--- src/rtl/floor_request_scheduler_if.sv ---
// Button/service inputs and scheduler outputs between the scheduler and its
// neighbours in the elevator controller.
interface floor_request_scheduler_if #(
    parameter int NUM_FLOORS = 5,
    parameter int FLOOR_W    = 3
);
    localparam int CNT_W = $clog2(NUM_FLOORS + 1);

    logic [NUM_FLOORS-1:0] button_press;
    logic [FLOOR_W-1:0]    current_floor;
    logic                  door_open;
    logic [NUM_FLOORS-1:0] floor_request;
    logic [FLOOR_W-1:0]    target_floor;
    logic                  target_valid;
    logic                  sweep_up;
    logic [CNT_W-1:0]      pending_count;

    modport master (
        output button_press, current_floor, door_open,
        input  floor_request, target_floor, target_valid, sweep_up, pending_count
    );

    modport slave (
        input  button_press, current_floor, door_open,
        output floor_request, target_floor, target_valid, sweep_up, pending_count
    );
endinterface

--- src/rtl/floor_request_scheduler.sv ---
// Pending-request capture for floors 0..NUM_FLOORS-1 and a SCAN scheduler
// that names the next floor to serve.
//
// state      | meaning
// IDLE       | no sweep in progress; serves here or picks a direction
// SWEEP_UP   | targets lowest pending floor at or above the car
// SWEEP_DOWN | targets highest pending floor at or below the car
module floor_request_scheduler #(
    parameter int NUM_FLOORS = 5,
    parameter int FLOOR_W    = 3
) (
    input  logic                    clk,
    input  logic                    reset,
    floor_request_scheduler_if.slave bus
);
    localparam int CNT_W = $clog2(NUM_FLOORS + 1);

    typedef enum logic [1:0] {
        IDLE       = 2'd0,
        SWEEP_UP   = 2'd1,
        SWEEP_DOWN = 2'd2
    } state_t;

    state_t                state_q;
    logic [NUM_FLOORS-1:0] btn_prev_q;
    logic [NUM_FLOORS-1:0] req_q, req_d;
    logic [CNT_W-1:0]      cnt_q, cnt_d;
    logic [FLOOR_W-1:0]    target_q;
    logic                  valid_q;
    logic                  sweep_up_q;

    logic [NUM_FLOORS-1:0] set_w, clr_w;
    logic                  here, above, below;
    logic                  up_found, dn_found;
    logic [FLOOR_W-1:0]    up_idx, dn_idx;
    logic [FLOOR_W-1:0]    dist_up, dist_dn;

    // An out-of-range floor matches no bit, so it never clears anything.
    always_comb begin
        set_w = bus.button_press & ~btn_prev_q;
        clr_w = '0;
        for (int i = 0; i < NUM_FLOORS; i++) begin
            clr_w[i] = bus.door_open && (bus.current_floor == FLOOR_W'(i));
        end
        req_d = (req_q | set_w) & ~clr_w;
        cnt_d = '0;
        for (int i = 0; i < NUM_FLOORS; i++) begin
            cnt_d = cnt_d + CNT_W'(req_d[i]);
        end
    end

    always_ff @(posedge clk or negedge reset) begin
        if (!reset) begin
            btn_prev_q <= '0;
            req_q      <= '0;
            cnt_q      <= '0;
        end else begin
            btn_prev_q <= bus.button_press;
            req_q      <= req_d;
            cnt_q      <= cnt_d;
        end
    end

    // Descending scan leaves the lowest match, ascending scan the highest.
    always_comb begin
        here     = 1'b0;
        above    = 1'b0;
        below    = 1'b0;
        up_found = 1'b0;
        dn_found = 1'b0;
        up_idx   = '0;
        dn_idx   = '0;
        for (int i = NUM_FLOORS - 1; i >= 0; i--) begin
            if (req_q[i] && (FLOOR_W'(i) >= bus.current_floor)) begin
                up_found = 1'b1;
                up_idx   = FLOOR_W'(i);
            end
            if (req_q[i] && (FLOOR_W'(i) > bus.current_floor)) begin
                above = 1'b1;
            end
        end
        for (int i = 0; i < NUM_FLOORS; i++) begin
            if (req_q[i] && (FLOOR_W'(i) <= bus.current_floor)) begin
                dn_found = 1'b1;
                dn_idx   = FLOOR_W'(i);
            end
            if (req_q[i] && (FLOOR_W'(i) < bus.current_floor)) begin
                below = 1'b1;
            end
            if (req_q[i] && (FLOOR_W'(i) == bus.current_floor)) begin
                here = 1'b1;
            end
        end
        // Only consulted when nothing is pending here, so up_idx/dn_idx are
        // the nearest floors strictly above/below.
        dist_up = up_idx - bus.current_floor;
        dist_dn = bus.current_floor - dn_idx;
    end

    always_ff @(posedge clk or negedge reset) begin
        if (!reset) begin
            state_q    <= IDLE;
            target_q   <= '0;
            valid_q    <= 1'b0;
            sweep_up_q <= 1'b1;
        end else begin
            case (state_q)
                IDLE: begin
                    if (here) begin
                        target_q <= bus.current_floor;
                        valid_q  <= 1'b1;
                    end else if (above && (!below || (dist_up <= dist_dn))) begin
                        state_q    <= SWEEP_UP;
                        sweep_up_q <= 1'b1;
                        target_q   <= up_idx;
                        valid_q    <= 1'b1;
                    end else if (below) begin
                        state_q    <= SWEEP_DOWN;
                        sweep_up_q <= 1'b0;
                        target_q   <= dn_idx;
                        valid_q    <= 1'b1;
                    end else begin
                        valid_q <= 1'b0;
                    end
                end
                SWEEP_UP: begin
                    if (up_found) begin
                        target_q <= up_idx;
                        valid_q  <= 1'b1;
                    end else if (below) begin
                        state_q    <= SWEEP_DOWN;
                        sweep_up_q <= 1'b0;
                        target_q   <= dn_idx;
                        valid_q    <= 1'b1;
                    end else begin
                        state_q <= IDLE;
                        valid_q <= 1'b0;
                    end
                end
                SWEEP_DOWN: begin
                    if (dn_found) begin
                        target_q <= dn_idx;
                        valid_q  <= 1'b1;
                    end else if (above) begin
                        state_q    <= SWEEP_UP;
                        sweep_up_q <= 1'b1;
                        target_q   <= up_idx;
                        valid_q    <= 1'b1;
                    end else begin
                        state_q <= IDLE;
                        valid_q <= 1'b0;
                    end
                end
                default: begin
                    state_q <= IDLE;
                    valid_q <= 1'b0;
                end
            endcase
        end
    end

    assign bus.floor_request = req_q;
    assign bus.pending_count = cnt_q;
    assign bus.target_floor  = target_q;
    assign bus.target_valid  = valid_q;
    assign bus.sweep_up      = sweep_up_q;
endmodule

--- src/flat_wrapper.sv ---
// flat-port wrapper written by rule: the top's interface ports become plain ports
module floor_request_scheduler_flat 
#(
    parameter int NUM_FLOORS = 5,
    parameter int FLOOR_W    = 3
)
  (clk, reset, bus_button_press, bus_current_floor, bus_door_open, bus_floor_request, bus_target_floor, bus_target_valid, bus_sweep_up, bus_pending_count);
  floor_request_scheduler_if #(.NUM_FLOORS(NUM_FLOORS), .FLOOR_W(FLOOR_W)) bus_i ();
  input  logic clk;
  input  logic reset;
  input wire logic [$bits(bus_i.button_press)-1:0] bus_button_press;
  input wire logic [$bits(bus_i.current_floor)-1:0] bus_current_floor;
  input wire logic [$bits(bus_i.door_open)-1:0] bus_door_open;
  output wire logic [$bits(bus_i.floor_request)-1:0] bus_floor_request;
  output wire logic [$bits(bus_i.target_floor)-1:0] bus_target_floor;
  output wire logic [$bits(bus_i.target_valid)-1:0] bus_target_valid;
  output wire logic [$bits(bus_i.sweep_up)-1:0] bus_sweep_up;
  output wire logic [$bits(bus_i.pending_count)-1:0] bus_pending_count;
  assign bus_i.button_press = bus_button_press;
  assign bus_i.current_floor = bus_current_floor;
  assign bus_i.door_open = bus_door_open;
  assign bus_floor_request = bus_i.floor_request;
  assign bus_target_floor = bus_i.target_floor;
  assign bus_target_valid = bus_i.target_valid;
  assign bus_sweep_up = bus_i.sweep_up;
  assign bus_pending_count = bus_i.pending_count;
  floor_request_scheduler #(.NUM_FLOORS(NUM_FLOORS), .FLOOR_W(FLOOR_W)) u_core (.clk(clk), .reset(reset), .bus(bus_i));
endmodule
--- config.mk ---
export PLATFORM = sky130hd
export DESIGN_NAME = floor_request_scheduler_flat
export DESIGN_NICKNAME = d
export VERILOG_FILES = /design/src/rtl/floor_request_scheduler_if.sv /design/src/rtl/floor_request_scheduler.sv /design/src/flat_wrapper.sv
export SDC_FILE = /design/constraint.sdc
export NUM_CORES = 1
export LEC_CHECK = 0
export BUFFER_PORTS_ARGS = -buffer_cell sky130_fd_sc_hd__buf_2
export CAP_MARGIN = 20
export CORE_MARGIN = 4
export CORE_UTILIZATION = 40
export DETAILED_ROUTE_END_ITERATION = 6
export PLACE_DENSITY = 0.63
export SLEW_MARGIN = 20
export SYNTH_ARGS = -nofsm -noshare
export SYNTH_HDL_FRONTEND = slang
export SYNTH_SLANG_ARGS = --single-unit
--- constraint.sdc ---
create_clock -name clk -period 3.5 [get_ports clk]
set_input_delay 0.35 -clock clk [delete_from_list [all_inputs] [get_ports clk]]
set_output_delay 0.35 -clock clk [all_outputs]
set_load 0.02 [all_outputs]
* Yosys cells after proc, flatten, opt, wreduce, memory -nomap -nowiden *
Cells that the tools add are included.

word-level totals
  output and inout bits = 13
  input bits = 11
  logic and storage cells = 157
  flip-flop bits (word level) = 20

operators by class
  reduce and logical (&&, ||, !) cells = 39
  eq/ne operators = 16
  bitwise operators = 5
  multiplexer cells = 63
  $add $sub $neg = 6
  $lt $le $gt $ge = 21

operator list
  operator                                                      count
  two-way mux 1 bit                                             39
  two-way mux 3 bit                                             12
  logical AND 1 bit                                             31
  two-way mux 2 bit                                             8
  bitwise AND 5 bit                                             2
  inverter 5 bit                                                2
  adder 3 x 1 -> 3 bit                                          3
  case mux 3 bit (3 select lines)                               1
  == test 2 x 3 -> 1 bit, first input constant                  2
  == test 3 x 2 -> 1 bit, second input constant                 2
  >= comparator 1 x 3 -> 1 bit, first input constant            2
  >= comparator 2 x 3 -> 1 bit, first input constant            2
  greater-than comparator 1 x 3 -> 1 bit, first input constant  2
  greater-than comparator 2 x 3 -> 1 bit, first input constant  2
  <= comparator 1 x 3 -> 1 bit, first input constant            2
  <= comparator 2 x 3 -> 1 bit, first input constant            2
  < comparator 1 x 3 -> 1 bit, first input constant             2
  < comparator 2 x 3 -> 1 bit, first input constant             2
  inequality test 2 bit, second input constant                  3
  inequality test 3 x 1 -> 1 bit, second input constant         2
  case mux 1 bit (3 select lines)                               2
  case mux 2 bit (3 select lines)                               1
  subtractor 3 bit                                              2
  bitwise OR 5 bit                                              1
  other kinds (21)                                              21

* Depth between registers and ports, before layout *
Gate-level depths: netlist of run 1.

  depth after elaboration = 14
  gate-level depth with buffers = 16

* Worst setup path before layout of run 1 *
No wires, ideal clock.

  path kind = input port to flip-flop
  from = input port bus_current_floor[1]
  to = register u_core.state_q[1]
  buffers on the path = 2
  required time = 3.375 ns
  stages on the path = 15
  slack = 0.203 ns
  arrival = 3.172 ns
  cells stage by stage = buf_2 > buf_6 > inv_1 > a22oi_1 > a211o_1 > ha_1 > inv_1 > fa_1 > ha_1 > nor2b_1 > o21a_1 > o221a_2 > o21ai_0 > a21oi_1 > mux2_2

between the ends
  cells in the longest elaborated chain, start to end = 14

ends and longest elaborated chain
  item                             line                            RTL
  start: declaration               flat_wrapper.sv:12              input wire logic [$bits(bus_i.current_floor)-1:0] bus_current_floor;
  >= comparator 3 bit              floor_request_scheduler.sv:74   if (req_q[i] && (FLOOR_W'(i) >= bus.current_floor)) begin
  logical AND 1 bit                floor_request_scheduler.sv:74
  two-way mux 3 bit (5 in series)  floor_request_scheduler.sv:74
  subtractor 3 bit                 floor_request_scheduler.sv:96   dist_up = up_idx - bus.current_floor;
  <= comparator 3 bit              floor_request_scheduler.sv:112  end else if (above && (!below || (dist_up <= dist_dn))) begin
  logical OR 1 bit                 floor_request_scheduler.sv:112
  logical AND 1 bit                floor_request_scheduler.sv:112
  two-way mux 2 bit                floor_request_scheduler.sv:112
  two-way mux 2 bit                floor_request_scheduler.sv:109  if (here) begin
  case mux 2 bit (3 select lines)  floor_request_scheduler.sv:107  case (state_q)
  end signal: assignment           floor_request_scheduler.sv:102  state_q <= IDLE;
  end signal: assignment           floor_request_scheduler.sv:113  state_q <= SWEEP_UP;
  end signal: assignment           floor_request_scheduler.sv:118  state_q <= SWEEP_DOWN;
  end: declaration                 floor_request_scheduler.sv:24   state_t state_q;

Parallel ways exist; a longest one is shown, timed or not. The select of a mux whose other input is x is not followed.
A chain may end at the register's enable or synchronous reset.

* Worst setup path after layout of run 1 *
  from = register u_core.req_q[2] (netlist: u_core.bus.floor_request[2])
  to = register u_core.sweep_up_q (netlist: u_core.bus.sweep_up)

between the ends
  cells in the longest elaborated chain, start to end = 11

ends and longest elaborated chain
  item                                                                  line                                                          RTL
  start: declaration                                                    floor_request_scheduler.sv:26                                 logic [NUM_FLOORS-1:0] req_q, req_d;
  start signal: assignment                                              floor_request_scheduler.sv:59                                 req_q <= req_d;
  logical AND 1 bit (on tied branches)                                  floor_request_scheduler.sv:74, floor_request_scheduler.sv:83
  two-way mux 3 bit or two-way mux 2 bit (tied branches) (2 in series)  floor_request_scheduler.sv:74, floor_request_scheduler.sv:83
  two-way mux 3 bit (on tied branches)                                  floor_request_scheduler.sv:74, floor_request_scheduler.sv:83
  subtractor 3 bit (on tied branches)                                   floor_request_scheduler.sv:96, floor_request_scheduler.sv:97
  <= comparator 3 bit                                                   floor_request_scheduler.sv:112
  logical OR 1 bit                                                      floor_request_scheduler.sv:112
  logical AND 1 bit                                                     floor_request_scheduler.sv:112
  two-way mux 1 bit                                                     floor_request_scheduler.sv:112
  two-way mux 1 bit                                                     floor_request_scheduler.sv:109
  case mux 1 bit (3 select lines)                                       floor_request_scheduler.sv:107
  end signal: assignment                                                floor_request_scheduler.sv:105                                sweep_up_q <= 1'b1;
  end signal: assignment                                                floor_request_scheduler.sv:114                                sweep_up_q <= 1'b1;
  end signal: assignment                                                floor_request_scheduler.sv:119                                sweep_up_q <= 1'b0;
  end: declaration                                                      floor_request_scheduler.sv:30                                 logic sweep_up_q;

Parallel ways exist; a longest one is shown, timed or not. The select of a mux whose other input is x is not followed.

==> results by group, run 1 <==
Setup path
  – Worst path slowest cell: dfrtp_2
  – Crit path DAT: 3.45 ns
  – Reg2Reg Depth: 13
  – Reg-to-reg critical path endpoint: u_core.bus.sweep_up$_DFFE_PN1P_
  – CP required: 3.65 ns
  – CP startpoint kind: flop
  – Critical path's most frequent cell: ha_1
  – R2R Path Start: u_core.bus.floor_request[2]$_DFF_PN0_
  – Nature of the critical path endpoint: flop
  – Critical-path cell list: a21bo_2 -> a22oi_1 -> a211o_1 -> ha_1 -> inv_1 -> fa_1 -> ha_1 -> nor2b_1 -> o21a_1 -> o221a_2 -> nor2_1 -> mux2i_1 -> o41ai_1
  – WS Path Type: flop to flop
  – CP max FO: 5
  – Slowest stage delay, CP: 0.45 ns
  – Worst path depth: 13
  – CP delay by family, top: compound AO/OA/AOI/OAI gates
  – Internal reg-to-reg setup slack: 0.20 ns
  – Buf/Inv on CP: 1

Clock network
  – Maximum clock path buffer count: 2
  – CTS-repair resized insts: 0
  – H-Tree Depth: 1
  – # clock sinks: 20
  – CTS root buffer: clkbuf_8
  – TritonCTS clock tree: built
  – Worst-Skew Late Latency: 0.26 ns
  – Clk slew on worst S/H paths: 0.08 ns
  – Setup Buffers After CTS: 0
  – Post-CTS Hold Fix Bufs: 0
  – Total CTS buffers: 3

Yosys
  – Post-synth top area share: 0.266
  – EDFF count, synth: 0
  – Post-Syn Area: 1780 sq um
  – Count leader, synth: inv_1
  – Post-synth top cells: 22 x inv_1, 19 x dfrtp_1, 13 x nand2_1, 13 x o21ai_0, 12 x nor2_1
  – Asr flop ratio synth: 1.00
  – Most used DFF post-synth: dfrtp_1
  – Synthesized area per cell: 8.83 sq um
  – Mapped Nets: 228
  – Leading area contributor after synthesis: dfrtp_1
  – Yosys reg bits: 20
  – Seq/Total Area, Yosys: 0.281
  – Post-synth cell types: 58
  – Ys Warns: 0
  – Gate Count Post-Synth: 202
  – Top cells by area, synth: dfrtp_1 27%, ha_1 7.7%, inv_1 4.6%

Pwr
  – P_int: 0.000774 W
  – Pwr dens: 642 nW/um^2
  – Max rail drop VDD: 0.000368 V
  – Switching Share: 0.413
  – Psw: 0.000545 W
  – Leakage: 0.927 nW
  – Logic pwr share: 0.557
  – Sequential share of power: 0.266
  – Clock share of power: 0.176

Routing
  – Vias per std cell: 5.63
  – WL per Instance: 15.2 um
  – DRC: 0
  – Vias after detailed routing: 1,583
  – Post-route ant nets: 0
  – Drt initial violations: 114
  – DR pass1 iterations: 4
  – Drt total wl: 4280 um

Finish
  – Final non-filler cell total: 281
  – Area of the multi-input gates: 1120 sq um
  – Seq. cell area: 504 sq um
  – Number of diodes: 0
  – Util after Layout: 0.475
  – Share of cells above drive strength 1: 0.262
  – # fillers: 447
  – Area growth from synthesis to layout: 15.1%
  – Final nets: 256

Floorplanning
  – Top Ports: 24
  – Starting Density: 0.413
  – DIE AREA: 5590 sq um
  – Die Height: 74.8 um
  – Die X: 74.8 um
  – CORE AREA: 4320 sq um
  – # rows: 24

Min path
  – Worst Hold Class: input port to async pin

Timing
  – Final setup violation count: 0
  – Worst slew margin: 0.568
  – PnR worst setup slack: 0.202 ns
  – Min Tclk post-route: 3.30 ns
  – Unrepaired setup endpoints after global routing: false
  – Max Transition Viols Final: 0
  – Hold Fails Final Rpt: 0
  – Hold WS: 0.0291 ns
  – Fmax: 0.303 GHz
  – Final setup TNS: 0 ns
  – Period Utilization, post-route: 0.942
  – Worst Tran Pin Value: 0.648 ns
  – Clock Skew: 0.00424 ns

Run
  – Max cap viols: 0

Global route
  – GR Util met2: 0.259
  – Grt met3 use: 0.0187
  – Global-route usage over all layers: 0.168
  – M1 GR Usage: 0.244
  – Initial antenna violation count: 0
  – First-pass GRT wire length: 7310 um
  – Total congestion overflow: 0
  – Gr busiest metal: met2
  – Largest net degree at the start of global routing: 21
  – Vias in the first global route: 1,521

Placement
  – Placer Congestion: 0.872
  – Port bufs: 23
  – DP Worst Slack: 0.116 ns
  – Dpl hpwl: 3440 um
  – Post-Place Cells: 277

Run status
  – Status: finished clean
## registers in the layout (all words and copies together), names as in the netlist
signal / flops
u_core.bus.target_floor: 3
u_core.bus.target_valid: 1
u_core.bus.floor_request: 5
u_core.state_q: 2
u_core.btn_prev_q: 5
u_core.bus.pending_count: 3
u_core.bus.sweep_up: 1
## layer usage
metal	vias to the layer above	wire, um	part of all wire
li1	787	-	-
met1	743	2090	0.49
met2	47	1920	0.45
met3	6	190	0.044
met4	0	76	0.018
met5	-	0	0
## cell type report
cell class                      count  share of cell area
Tap cell                           52              0.0317
Sequential cell                    20               0.246
Clock buffer                        3              0.0201
Clock inverter                      1              0.0146
Multi-Input combinational cell    148               0.548
Inverter                           22              0.0402
Timing Repair Buffer               35              0.0999
## power by group through the flow
stage | Combinational [W] | Sequential, W | Clock (W)
floorplan | 0.000482 | 0.000406 | 0
global placement | 0.000727 | 0.000355 | 0
detailed placement | 0.000733 | 0.000355 | 0
CTS | 0.000737 | 0.000351 | 0.000238
global route | 0.000813 | 0.000361 | 0.000251
finish | 0.000735 | 0.000351 | 0.000233
## cell usage in the layout, fill, tap and decap left out, types with 8 or more instances in the layout
cell / instances
nand2_1: 13
o21ai_0: 13
a21oi_1: 11
nor2_1: 12
ha_1: 11
inv_1: 22
buf_4: 12
buf_2: 23
nor2b_1: 8
dfrtp_1: 17
nand3_1: 10
## through the flow
step	total power (W)	cell area (sq um)
5_1_grt	0.00143	2050
3_5_place_dp	0.00109	1980
4_1_cts	0.00133	2050
3_3_place_gp	0.00108	1980
6_report	0.00132	2050
2_1_floorplan	0.000888	1780
## cell families after synthesis
kind of cell    Yosys count  share of synthesized area
compound gates           64                      0.265
xor+xnor                  3                     0.0147
mux                       6                     0.0435
buf+inv                  34                     0.0884
flops                    20                      0.281
simple gates             60                      0.185
fa+ha+maj                15                      0.122
## worst max-delay path by stage
stage / start / to / slack (ns)
after detailed placement: bus_current_floor[0] / u_core.bus.sweep_up$_DFFE_PN1P_ / 0.12
after global routing: u_core.bus.floor_request[2]$_DFF_PN0_ / u_core.bus.sweep_up$_DFFE_PN1P_ / 0.03
after global placement: bus_current_floor[0] / u_core.bus.target_floor[1]$_DFFE_PN0P_ / 0.15
final: u_core.bus.floor_request[2]$_DFF_PN0_ / u_core.bus.sweep_up$_DFFE_PN1P_ / 0.20
after CTS: u_core.bus.floor_request[2]$_DFF_PN0_ / u_core.bus.sweep_up$_DFFE_PN1P_ / 0.19
after floorplan: bus_current_floor[1] / u_core.state_q[1]$_DFFE_PN0P_ / 0.20
No activity file was read; power rests on OpenSTA's default activity.
==> run 2, diff against run 1 <==
--- a/config.mk
+++ b/config.mk
@@ -10,7 +10,8 @@
 export CORE_MARGIN = 4
 export CORE_UTILIZATION = 40
 export DETAILED_ROUTE_END_ITERATION = 6
-export PLACE_DENSITY = 0.63
+export GPL_TIMING_DRIVEN = 0
+export PLACE_DENSITY = 0.66
 export SLEW_MARGIN = 20
 export SYNTH_ARGS = -nofsm -noshare
 export SYNTH_HDL_FRONTEND = slang
==> run 2 against run 1 <==
Compared with the run above:
- clock power about the same
- sequential power decreased by 2%
- clock skew fell by 0.0023 ns
- highest routed layer unchanged
==> results by group, run 2 (synthesis gave the netlist of run 1 again) <==
Run
  – Max cap viols: 0 (unchanged)

Floorplanning
  – DIE AREA: 5590 sq um (unchanged)
  – Top Ports: 24 (unchanged)
  – CORE AREA: 4320 sq um (unchanged)
  – # rows: 24 (unchanged)
  – Die Height: 74.8 um (unchanged)
  – Starting Density: 0.413 (unchanged)
  – Die X: 74.8 um (unchanged)

Timing
  – Hold Fails Final Rpt: 0 (unchanged)
  – Fmax: 0.302 GHz (-0.47%)
  – Worst Tran Pin Value: 0.590 ns (-0.0579 ns)
  – Min Tclk post-route: 3.31 ns (+0.0155 ns)
  – Final setup violation count: 0 (unchanged)
  – Final setup TNS: 0 ns (unchanged)
  – Hold WS: 0.0369 ns (+0.00779 ns)
  – Worst slew margin: 0.607 (+0.0386)
  – Unrepaired setup endpoints after global routing: false
  – Max Transition Viols Final: 0 (unchanged)
  – Period Utilization, post-route: 0.947 (+0.00442)
  – Clock Skew: 0.00192 ns (-0.00232 ns)

Placement
  – Dpl hpwl: 3280 um (-4.7%)
  – Port bufs: 22 (-4.3%)
  – Placed cell areas: 1960 sq um (-1.0%)
  – Placer Congestion: 0.894 (+2.6%)

Routing
  – Drt initial violations: 109 (-4.4%)
  – WL per Instance: 15.4 um (+1.3%)
  – Post-route ant nets: 0 (unchanged)
  – Vias per std cell: 5.80 (+3.0%)
  – DRC: 0 (unchanged)
  – Vias after detailed routing: 1,630 (+3.0%)
  – Drt total wl: 4330 um (+1.3%)
  – DR pass1 iterations: 4 (unchanged)

Setup path
  – CP max FO: 10 (+5)
  – Critical path's most frequent cell: ha_1
  – R2R Path Start: u_core.bus.floor_request[2]$_DFF_PN0_
  – Buf/Inv on CP: 2 (+1)
  – CP startpoint: u_core.bus.floor_request[2]$_DFF_PN0_
  – CP delay by family, top: compound AO/OA/AOI/OAI gates
  – Critical-path cell list: buf_6 -> a21bo_2 -> a22oi_1 -> a211o_1 -> ha_1 -> inv_1 -> fa_1 -> ha_1 -> nor2b_1 -> o21a_1 -> o221a_4 -> o211ai_1 -> a31oi_1 -> o31ai_1
  – Slowest stage delay, CP: 0.41 ns (-0.04 ns)
  – CP startpoint kind: flop
  – WS Path Type: flop to flop
  – Nature of the critical path endpoint: flop
  – Worst path slowest cell: fa_1
  – CP required: 3.66 ns (about the same)
  – Crit path DAT: 3.48 ns (+0.03 ns)

Finish
  – Design area: 2060 sq um (+0.55%)
  – Final nets: 256 (unchanged)
  – Commonest non-fill, non-tap cells in the layout: 27 x buf_2, 22 x inv_1, 19 x dfrtp_1, 13 x nand2_1, 12 x nor2_1
  – Share of cells above drive strength 1: 0.253 (-0.00873)
  – Number of diodes: 0 (unchanged)
  – Most common cell after layout, fill and taps aside: buf_2
  – Area growth from synthesis to layout: 15.7%

Global route
  – Global-route usage over all layers: 0.171 (+0.00296)
  – Vias in the first global route: 1,528 (+0.46%)
  – Largest net degree at the start of global routing: 21 (unchanged)
  – Total congestion overflow: 0 (unchanged)
  – First-pass GRT wire length: 7390 um (+1.0%)
  – Initial antenna violation count: 0 (unchanged)

Pwr
  – Max rail drop VDD: 0.000321 V (-13%)
  – Pwr dens: 646 nW/um^2 (+0.60%)
  – Final total power: 0.00133 W (+1.2%)
  – Leakage: 0.926 nW (-0.13%)

Clock network
  – Clk slew on worst S/H paths: 0.08 ns (about the same)
  – Worst-Skew Late Latency: 0.26 ns (about the same)
  – Total CTS buffers: 3 (unchanged)
  – Post-CTS Hold Fix Bufs: 0 (unchanged)
  – CTS root buffer: clkbuf_8
  – H-Tree Depth: 1 (unchanged)
  – Maximum clock path buffer count: 2 (unchanged)
  – # clock sinks: 20 (unchanged)
  – TritonCTS clock tree: built

Min path
  – Worst Hold Class: input port to async pin

Run status
  – Status: finished clean
-- run 2: cell types whose count changed in the layout (fill, tap and decap cells not counted), moves of 2 or more --
cell | previous run | this run
buf_4 | 12 | 3
o21ai_0 | 13 | 11
dfrtp_2 | 2 | 0
buf_2 | 23 | 27
o21ai_1 | 2 | 4
buf_6 | 0 | 3
dfrtp_1 | 17 | 19
-- run 2: area by class of cell --
class	instances	area (sq um)
plain buffers	12	81.3
clock buffers	3	41.3
clock inverters	1	30.0
fillers	438	2260
inverters	22	82.6
multi-input cells	148	1140
flip-flops and latches	20	502
well taps	52	65.1
repair buffers	23	118
-- run 2: what timing repair did --
item,CTS,global route
gates resized for setup,0,8
setup endpoints to repair,0,6
setup buffers,0,1
hold endpoints to repair,0,0
-- run 2: stage by stage --
step | cells | utilization | setup slack [ns]
6_report | 281 | 0.477 | 0.187
5_1_grt | 281 | 0.477 | 0.00441
4_1_cts | 280 | 0.470 | 0.0106
3_5_place_dp | 276 | 0.453 | -0.140
3_3_place_gp | 276 | 0.453 | -0.151
2_1_floorplan | 202 | - | 0.203
-- run 2: worst paths after layout --
path / end / slack, ns / cells after the start
worst max-delay path: u_core.bus.target_floor[2]$_DFFE_PN0P_ / 0.19 / 14
worst min-delay path: u_core.bus.target_floor[0]$_DFFE_PN0P_ / 0.04 / 1
worst max register to register: u_core.bus.target_floor[2]$_DFFE_PN0P_ / 0.19 / 14
worst min register to register: u_core.bus.sweep_up$_DFFE_PN1P_ / 0.48 / 2
max in group asynchronous: u_core.bus.sweep_up$_DFFE_PN1P_ / 3.11 / 1
min in group clk: u_core.btn_prev_q[4]$_DFF_PN0_ / 0.20 / 1
-- run 2: power breakdown --
group,leakage (nW),total [W],internal (W),switching [W]
Clock,0.0357,0.000236,0.000153,0.0000827
Sequential,0.226,0.000345,0.000301,0.0000441
Combinational,0.664,0.000753,0.000318,0.000436
Total,0.926,0.00133,0.000771,0.000563
-- run 2: metal layers --
metal	part of all wire	vias up	track usage	wire, um
met1	0.46	775	0.250	1990
met3	0.051	7	0.0214	223
li1	-	789	-	-
met5	0	-	0	0
met2	0.46	59	0.254	2010
met4	0.025	0	0.0731	108
==> run 3, diff against run 2 <==
--- a/config.mk
+++ b/config.mk
@@ -9,6 +9,7 @@
 export CAP_MARGIN = 20
 export CORE_MARGIN = 4
 export CORE_UTILIZATION = 40
+export CTS_BUF_LIST = sky130_fd_sc_hd__clkbuf_16
 export DETAILED_ROUTE_END_ITERATION = 6
 export GPL_TIMING_DRIVEN = 0
 export PLACE_DENSITY = 0.66
==> run 3 against run 2 <==
Compared with the run above:
- clock power increased by 35%
- worst hold slack better by 0.00060 ns
- sequential power is essentially flat
- sequential cell count stayed put
- sequential share of layout area down 0.39 points
- wire length fell by 1.0%
- clock skew increased by 0.00064 ns
- largest cell class unchanged
==> results by group, run 3 (synthesis gave the netlist of run 1 again) <==
Run status
  – Status: finished clean

Global route
  – Global-route usage over all layers: 0.172 (+0.000556)
  – Vias in the first global route: 1,534 (+0.39%)
  – Largest net degree at the start of global routing: 21 (unchanged)
  – Initial antenna violation count: 0 (unchanged)
  – First-pass GRT wire length: 7410 um (+0.28%)
  – Total congestion overflow: 0 (unchanged)

Routing
  – Drt initial violations: 112 (+2.8%)
  – Vias per std cell: 5.75 (-0.92%)
  – WL per Instance: 15.3 um (-1.0%)
  – Drt total wl: 4290 um (-1.0%)
  – DR pass1 iterations: 4 (unchanged)
  – Post-route ant nets: 0 (unchanged)
  – Vias after detailed routing: 1,615 (-0.92%)
  – DRC: 0 (unchanged)

Timing
  – Worst Tran Pin Value: 0.555 ns (-0.0346 ns)
  – Max Transition Viols Final: 0 (unchanged)
  – Period Utilization, post-route: 0.947 (about the same)
  – Min Tclk post-route: 3.31 ns (+0.000578 ns)
  – Final setup TNS: 0 ns (unchanged)
  – Clock Skew: 0.00256 ns (+0.000640 ns)
  – Worst slew margin: 0.630 (+0.0231)
  – Final setup violation count: 0 (unchanged)
  – Fmax: 0.302 GHz (about the same)
  – Unrepaired setup endpoints after global routing: false
  – Hold Fails Final Rpt: 0 (unchanged)

Finish
  – # fillers: 432 (-1.4%)
  – Final nets: 256 (unchanged)
  – Util after Layout: 0.485 (+0.00781)
  – Area growth from synthesis to layout: 17.6%
  – Commonest non-fill, non-tap cells in the layout: 27 x buf_2, 22 x inv_1, 19 x dfrtp_1, 13 x nand2_1, 12 x nor2_1
  – Number of diodes: 0 (unchanged)
  – Most common cell after layout, fill and taps aside: buf_2
  – Design area: 2100 sq um (+1.6%)
  – Share of cells above drive strength 1: 0.253 (unchanged)

Setup path
  – WS Path Type: flop to flop
  – Reg-to-reg critical path endpoint: u_core.bus.target_floor[2]$_DFFE_PN0P_
  – CP max FO: 10 (unchanged)
  – CP required: 3.65 ns (about the same)
  – Nature of the critical path endpoint: flop
  – Reg2Reg Depth: 14 (unchanged)
  – Crit path DAT: 3.47 ns (about the same)
  – R2R Path Start: u_core.bus.floor_request[2]$_DFF_PN0_
  – CP startpoint kind: flop
  – Internal reg-to-reg setup slack: 0.19 ns (about the same)

Run
  – Max cap viols: 0 (unchanged)

Placement
  – Placer Congestion: 0.894 (unchanged)
  – Port bufs: 22 (unchanged)
  – Dpl hpwl: 3280 um (unchanged)
  – Placed cell areas: 1960 sq um (unchanged)

Clock network
  – H-Tree Depth: 1 (unchanged)
  – Worst-Skew Late Latency: 0.26 ns (about the same)
  – Post-CTS Hold Fix Bufs: 0 (unchanged)
  – CTS root buffer: clkbuf_16
  – Maximum clock path buffer count: 2 (unchanged)
  – # clock sinks: 20 (unchanged)
  – Clk slew on worst S/H paths: 0.06 ns (-0.02 ns)
  – Total CTS buffers: 3 (unchanged)
  – TritonCTS clock tree: built

Min path
  – Worst Hold Class: input port to async pin

Floorplanning
  – # rows: 24 (unchanged)
  – Starting Density: 0.413 (unchanged)
  – CORE AREA: 4320 sq um (unchanged)
  – DIE AREA: 5590 sq um (unchanged)
  – Die Height: 74.8 um (unchanged)
  – Die X: 74.8 um (unchanged)
  – Top Ports: 24 (unchanged)

Pwr
  – Pwr dens: 673 nW/um^2 (+4.2%)
  – Leakage: 0.941 nW (+1.7%)
  – Final total power: 0.00141 W (+5.9%)
  – Max rail drop VDD: 0.000323 V (+0.83%)
==> run 3: cell counts in the layout (fill, tap and decap cells not counted) <==
Identical to the previous run, type by type.
==> run 3: final cells by class <==
type	count	area (sq um)	share of cell area
multi-input combinational	148	1140	0.546
sequential	20	502	0.239
timing repair buffer	23	118	0.0561
inverter	22	82.6	0.0394
buffer	12	81.3	0.0388
clock buffer	3	75.1	0.0358
tap	52	65.1	0.0310
clock inverter	1	30.0	0.0143
==> run 3: timing repair <==
action,CTS,global route
setup buffers,0,1
endpoints found under the hold margin,0,0
setup endpoints to repair,0,6
gates resized for setup,0,8
==> run 3: layer usage <==
metal / GRT usage / wire length (um)
met1: 0.250 / 2020
met5: 0 / 0
met2: 0.253 / 2010
met4: 0.0791 / 71
met3: 0.0214 / 189
==> run 3: worst max path at each step <==
stage                                          start                                endpoint
2_1_floorplan                   bus_current_floor[1]           u_core.state_q[1]$_DFFE_PN0P_
6_report       u_core.bus.floor_request[2]$_DFF_PN0_  u_core.bus.target_floor[2]$_DFFE_PN0P_
3_3_place_gp                    bus_current_floor[1]  u_core.bus.target_floor[1]$_DFFE_PN0P_
3_5_place_dp                    bus_current_floor[1]  u_core.bus.target_floor[2]$_DFFE_PN0P_
4_1_cts        u_core.bus.floor_request[2]$_DFF_PN0_  u_core.bus.target_floor[2]$_DFFE_PN0P_
5_1_grt        u_core.bus.floor_request[1]$_DFF_PN0_  u_core.bus.target_floor[1]$_DFFE_PN0P_
==> run 3: power by group <==
part,switching (W),leakage (nW),internal [W]
clock,0.0000907,0.0511,0.000227
sequential,0.0000447,0.226,0.000301
combinational,0.000432,0.664,0.000317
total,0.000567,0.941,0.000846
==> run 3: worst max-delay path, stage by stage, from the launching register on <==
cell      delay, ns
dfrtp_1        0.39
buf_6          0.15
a21bo_2        0.19
a22oi_1        0.05
a211o_1        0.27
ha_1           0.19
inv_1          0.06
fa_1           0.41
ha_1           0.31
nor2b_1        0.13
o21a_1         0.20
o221a_4        0.27
o211ai_1       0.18
a31oi_1        0.11
o31ai_1        0.28
==> run 3: per-stage QoR <==
stage          hold WS, ns  setup slack (ns)  instances
6_report            0.0375             0.186        281
5_1_grt             0.0906            0.0153        281
4_1_cts             0.0549           0.00184        280
3_5_place_dp         0.329            -0.140        276
3_3_place_gp         0.317            -0.151        276
2_1_floorplan       0.0544             0.203        202
